`src/rtl/bcd_time_counter.sv`:
```
// rtl/bcd_time_counter.sv - MM:SS packed-BCD up/down counter with debounced start/clear buttons.

module bcd_debounce #(
    parameter int DEBOUNCE_CYC = 1000000
) (
    input  logic clk,
    input  logic rst_n,
    input  logic btn_i,
    output logic press_o
);
    localparam int CW = $clog2(DEBOUNCE_CYC + 1);

    logic          sync1_q;
    logic          sync2_q;
    logic          level_q;
    logic          level_prev_q;
    logic [CW-1:0] cnt_q;

    always_ff @(posedge clk or negedge rst_n) begin
        if (!rst_n) begin
            sync1_q      <= 1'b0;
            sync2_q      <= 1'b0;
            level_q      <= 1'b0;
            level_prev_q <= 1'b0;
            cnt_q        <= '0;
        end else begin
            sync1_q      <= btn_i;
            sync2_q      <= sync1_q;
            level_prev_q <= level_q;
            if (sync2_q != level_q) begin
                if (cnt_q == CW'(DEBOUNCE_CYC - 1)) begin
                    level_q <= sync2_q;
                    cnt_q   <= '0;
                end else begin
                    cnt_q <= cnt_q + 1'b1;
                end
            end else begin
                cnt_q <= '0;
            end
        end
    end

    // High for the single cycle after the debounced level has risen.
    assign press_o = level_q & ~level_prev_q;
endmodule

module bcd_time_counter #(
    parameter int TICK_DIV     = 100000000,
    parameter int DEBOUNCE_CYC = 1000000
) (
    input  logic       clk,
    input  logic       rst_n,
    input  logic       btn_start_i,
    input  logic       btn_clear_i,
    input  logic       dir_i,
    input  logic       load_i,
    input  logic [7:0] load_min_i,
    input  logic [7:0] load_sec_i,
    output logic [7:0] min_o,
    output logic [7:0] sec_o,
    output logic       running_o,
    output logic       done_o,
    output logic       wrap_o
);
    localparam int TW = $clog2(TICK_DIV);

    typedef enum logic [1:0] {S_IDLE, S_RUN, S_PAUSE, S_DONE} state_t;

    state_t        state_q;
    logic [7:0]    min_q;
    logic [7:0]    sec_q;
    logic [TW-1:0] tick_q;
    logic          running_q;
    logic          done_q;
    logic          wrap_q;
    logic          start_p;
    logic          clear_p;
    logic [15:0]   time_up_d;
    logic [15:0]   time_dn_d;
    logic          load_ok;
    logic          time_zero;

    bcd_debounce #(.DEBOUNCE_CYC(DEBOUNCE_CYC)) u_db_start (
        .clk(clk), .rst_n(rst_n), .btn_i(btn_start_i), .press_o(start_p)
    );
    bcd_debounce #(.DEBOUNCE_CYC(DEBOUNCE_CYC)) u_db_clear (
        .clk(clk), .rst_n(rst_n), .btn_i(btn_clear_i), .press_o(clear_p)
    );

    function automatic logic [15:0] bcd_up(input logic [15:0] t);
        logic [3:0] mt, mu, st, su;
        {mt, mu, st, su} = t;
        if (su != 4'd9) su = su + 4'd1;
        else begin
            su = 4'd0;
            if (st != 4'd5) st = st + 4'd1;
            else begin
                st = 4'd0;
                if (mu != 4'd9) mu = mu + 4'd1;
                else begin
                    mu = 4'd0;
                    mt = (mt != 4'd9) ? mt + 4'd1 : 4'd0;
                end
            end
        end
        return {mt, mu, st, su};
    endfunction

    function automatic logic [15:0] bcd_dn(input logic [15:0] t);
        logic [3:0] mt, mu, st, su;
        {mt, mu, st, su} = t;
        if (su != 4'd0) su = su - 4'd1;
        else begin
            su = 4'd9;
            if (st != 4'd0) st = st - 4'd1;
            else begin
                st = 4'd5;
                if (mu != 4'd0) mu = mu - 4'd1;
                else begin
                    mu = 4'd9;
                    mt = mt - 4'd1;
                end
            end
        end
        return {mt, mu, st, su};
    endfunction

    assign time_up_d = bcd_up({min_q, sec_q});
    assign time_dn_d = bcd_dn({min_q, sec_q});
    assign time_zero = ({min_q, sec_q} == 16'h0000);
    assign load_ok   = (load_min_i[7:4] <= 4'd9) && (load_min_i[3:0] <= 4'd9) &&
                       (load_sec_i[7:4] <= 4'd5) && (load_sec_i[3:0] <= 4'd9);

    always_ff @(posedge clk or negedge rst_n) begin
        if (!rst_n) begin
            state_q   <= S_IDLE;
            min_q     <= 8'h00;
            sec_q     <= 8'h00;
            tick_q    <= '0;
            running_q <= 1'b0;
            done_q    <= 1'b0;
            wrap_q    <= 1'b0;
        end else begin
            done_q <= 1'b0;
            wrap_q <= 1'b0;
            if (clear_p) begin
                state_q   <= S_IDLE;
                min_q     <= 8'h00;
                sec_q     <= 8'h00;
                tick_q    <= '0;
                running_q <= 1'b0;
            end else if (load_i && state_q != S_RUN) begin
                if (load_ok) begin
                    min_q <= load_min_i;
                    sec_q <= load_sec_i;
                    if (state_q == S_DONE) state_q <= S_IDLE;
                end
            end else if (start_p) begin
                case (state_q)
                    S_IDLE: if (!(dir_i && time_zero)) begin
                        state_q   <= S_RUN;
                        tick_q    <= '0;
                        running_q <= 1'b1;
                    end
                    S_RUN: begin
                        state_q   <= S_PAUSE;
                        running_q <= 1'b0;
                    end
                    S_PAUSE: begin
                        state_q   <= S_RUN;
                        tick_q    <= '0;
                        running_q <= 1'b1;
                    end
                    default: state_q <= S_IDLE;
                endcase
            end else if (state_q == S_RUN) begin
                if (tick_q == TW'(TICK_DIV - 1)) begin
                    tick_q <= '0;
                    if (!dir_i) begin
                        {min_q, sec_q} <= time_up_d;
                        wrap_q         <= (time_up_d == 16'h0000);
                    end else if (!time_zero) begin
                        {min_q, sec_q} <= time_dn_d;
                        if (time_dn_d == 16'h0000) begin
                            done_q    <= 1'b1;
                            state_q   <= S_DONE;
                            running_q <= 1'b0;
                        end
                    end
                end else begin
                    tick_q <= tick_q + 1'b1;
                end
            end
        end
    end

    assign min_o     = min_q;
    assign sec_o     = sec_q;
    assign running_o = running_q;
    assign done_o    = done_q;
    assign wrap_o    = wrap_q;
endmodule

```
`config.mk`:
```
export PLATFORM = sky130hd
export DESIGN_NAME = bcd_time_counter
export DESIGN_NICKNAME = d
export VERILOG_FILES = /design/src/rtl/bcd_time_counter.sv
export SDC_FILE = /design/constraint.sdc
export NUM_CORES = 1
export LEC_CHECK = 0
export BUFFER_PORTS_ARGS = -buffer_cell sky130_fd_sc_hd__buf_4
export CORE_MARGIN = 2
export CORE_UTILIZATION = 51
export DETAILED_ROUTE_END_ITERATION = 10
export PLACE_DENSITY = 0.72
export SLEW_MARGIN = 20
export SYNTH_ARGS = -nofsm -noshare
export SYNTH_HDL_FRONTEND = slang
export SYNTH_SLANG_ARGS = --single-unit
```
`constraint.sdc`:
```
create_clock -name clk -period 3 [get_ports clk]
set_clock_uncertainty 0.1 [all_clocks]
set_input_delay 0.9 -clock clk [delete_from_list [all_inputs] [get_ports clk]]
set_output_delay 0.9 -clock clk [all_outputs]
set_load 0.02 [all_outputs]
```
==> summary.md <==
| Metric | Value |
|---|---|
| Flops & latches, synth | `96` |
| Wirelength, routed | `14000 um` |
| Critical Path RT | `3.19 ns` |
| Flop pwr share | `0.421` |
| Post-DRT Antenna Nets | `0` |
| Syn avg cell area | `8.70 um2` |
| Startpoint types | `flop` |
| Area added between synthesis and finish | `15.4%` |
| Int Pwr | `2480 uW` |
| Vias in the first global route | `4913` |
| Cell Pwr Density | `568 nW/um2` |
| Crit path largest cell delay | `0.60 ns` |
| Die Ht | `roughly 110 um` |
| Synth Net Count | `696` |
| Tot GR Track Use | `0.244` |
| Clk pwr share | `0.322` |
| Setup repair bufs after CTS | `0` |
| Vias | `5154` |
| # H-tree levels | `3` |
| DRC violations left | `0` |
| Hold Buf Count CTS | `0` |
| Max-Cap Viols | `0` |
| Register area share after synthesis | `0.417` |
| Core Util, Final | `0.608` |
| Status | `finished, final reports clean` |
| Fin nets | `741` |
| Final Critical Period | `2.87 ns` |
| Hpwl dp | `9910 um` |
| Most common cell after layout, fill and taps aside | `nor2_1` |
| Drt pass-1 iters | `5` |
| Fraction of layout cells with a size suffix above 1 | `0.146` |
| Congestion Overflow GR | `0` |
| CP max-delay cell | `or4_4` |
| Crit end category | `flop` |
| Fmax | `348 MHz` |
| Logic gate share of total power | `0.257` |
| Synth cell types | `66` |
| Register area | `2400 um2` |
| Largest net degree at the start of global routing | `44` |
| Starting DRT DRC Count | `483` |
| Post-Syn Area | `~5800 um2` |
| Post-CTS sizing | `0` |
| Hold_ws | `0.251 ns` |
| Final setup viols | `0` |
| Clk root buf | `clkbuf_16` |
| Overall die width | `110 um` |
| Slew @ Worst Pin | `0.807 ns` |
| Post-synth EDFFs | `0` |
| Synth Instances | `663` |
| Row cnt | `38` |
| Antenna violations before repair | `0` |
| Core box area | `10900 um2` |
| First-pass GRT wire length | `about 23000 um` |
| Sw Ratio | `0.343` |
| RSZ-0062 raised after global routing | `false` |
| Setup tns final | `0 ns` |
| Worst rel slew slack | `0.460` |
| Cell Chain, Critical Path | `ha_1 > nand3_1 > or3_1 > or4_4 > or4_4 > a21oi_2 > mux2i_1` |
| Area of the multi-input gates | `3160 um2` |
| Total CTS buffers | `9` |
| Cell mode on critical path | `or4_4` |
| Boundary Pins | `41` |
| Syn. warnings | `0` |
| Commonest cells after routing, fill and taps aside | `nor2_1, dfrtp_1, buf_4, nand2_1, o21ai_0` |
| Worst VDD drop | `~0.42 mV` |
| Ys async rst share | `1.00` |
| DR vias/cell | `6.04` |
| Initial core utilization | `0.527` |
| Worst min path class | `flop to flop` |
| GP Congestion | `0.930` |
| NetSw | `1300 uW` |
| Final Max Slew Viols | `0` |
| TritonCTS clock tree | `done` |
| DR WL/cell | `between 15 and 20 um` |
| Total die area | `between 10000 and 15000 um2` |
| Synth Flop Type | `dfrtp_1` |
| Clk sink count | `96` |
| Leakage power | `0.00280 uW` |
| Maximum fanout along the worst path | `5` |
| Reg clk slew, reported paths | `0.08 ns` |
| Worst-skew pair later-pin latency | `around 0.36 ns` |
| Max Root-Sink Buffers | `2` |
| Crit Path Category | `flop to flop` |
| Endpoints failing hold | `0` |
| Buffers on Ports | `40` |
| Tcrit/Tclk final | `0.957` |
| Filler Cell Count | `about 970` |
| Crit path DAT | `3.06 ns` |
| Ant diodes | `0` |
==> flip-flops by register name, indices dropped and copies added, names as in the netlist, 2 cells and up <==
signal	cells
tick_q	27
u_db_clear.cnt_q	20
u_db_start.cnt_q	20
min_o	8
sec_o	8
state_q	2
==> Yosys cell counts, types with 3 or more instances <==
cell type  instances  area [um2]
nand2b_1           7        43.8
o31ai_1            9        67.6
xnor2_1           16         140
mux2_2             3        33.8
dfrtp_1           96        2400
mux2i_1            6        60.1
o21ai_0           45         225
ha_1              11         138
o211ai_1           6        45.0
nand4_1           11        68.8
and2_1             6        37.5
clkbuf_1          31         116
o2111ai_1          9        78.8
inv_1             21        78.8
and3_1            10        62.6
a32oi_1            3        26.3
o311ai_0           3        26.3
xor2_1            38         333
nor4b_1            5        43.8
o2bb2ai_1          3        26.3
nand3_1           36         180
a21oi_1           26         130
buf_2              3        15.0
nand2_1           45         169
a31oi_1            5        31.3
nor4_1             9        56.3
nor2_1           102         383
a211oi_1           3        22.5
or4_1              3        22.5
a221oi_1           7        61.3
o41ai_1            3        26.3
nor3_1            16        80.1
nor2b_1            9        56.3
or3_1             12        75.1
or4_4              3        33.8
and4_1             5        43.8
==> through the flow <==
stage          power, uW  cells  area [um2]  setup WS (ns)
6_report            3780    853        6650          0.129
5_1_grt             3980    853        6650         0.0261
4_1_cts             3800    853        6640          0.162
3_5_place_dp        2570    837        6340         0.0486
3_3_place_gp        2540    837        6340         0.0616
2_1_floorplan       2190    663        5770         0.0660
==> final timing paths <==
check                                        start                   to  slack, ns  depth (start not counted)
worst max-delay path                     tick_q[1]           state_q[1]       0.13                          7
worst max register to register           tick_q[1]           state_q[1]       0.13                          7
worst min register to register  u_db_clear.sync1_q   u_db_clear.sync2_q       0.25                          0
max in group asynchronous                    rst_n            tick_q[0]       1.77                          2
min in group asynchronous                    rst_n  u_db_start.cnt_q[8]       0.42                          1
worst min-delay path            u_db_clear.sync1_q   u_db_clear.sync2_q       0.25                          0
==> metal layers <==
metal,routed length (um),part of all wire,track usage,vias up
met5,0,0,0,-
met4,280,0.020,0.0964,0
met3,805,0.058,0.0517,23
met2,6560,0.47,0.379,165
met1,6360,0.45,0.333,2488
li1,-,-,-,2478
==> critical path: cells and delay by family, from the launching register on <==
| family | cells | cell delay [ns] |
|---|---|---|
| simple gates | 4 | 1.70 |
| flops | 1 | 0.40 |
| fa+ha+maj | 1 | 0.24 |
| mux | 1 | 0.19 |
| compound gates | 1 | 0.17 |
==> power by group through the flow <==
stage               Clock, uW  Sequential, uW  Combinational, uW
detailed placement          0            1610                960
global placement            0            1600                934
floorplan                   0            1620                567
finish                   1220            1590                971
global route             1290            1620               1070
CTS                      1250            1590                962
==> cells by family (layout without fill, tap and decap cells) <==
family | after synthesis | count (layout) | synth area share
buf+inv | 56 | 106 | 0.0371
xor+xnor | 54 | 54 | 0.0820
simple gates | 295 | 295 | 0.260
flops | 96 | 96 | 0.417
compound gates | 141 | 141 | 0.160
mux | 10 | 10 | 0.0202
fa+ha+maj | 11 | 11 | 0.0239
==> area by class of cell <==
cell class / count / area share
repair buffers: 69 / 0.0798
multi-input cells: 511 / 0.475
clock buffers: 9 / 0.0339
flip-flops and latches: 96 / 0.361
well taps: 140 / 0.0263
inverters: 21 / 0.0119
clock inverters: 7 / 0.0122
No activity file was read; power rests on OpenSTA's default activity.
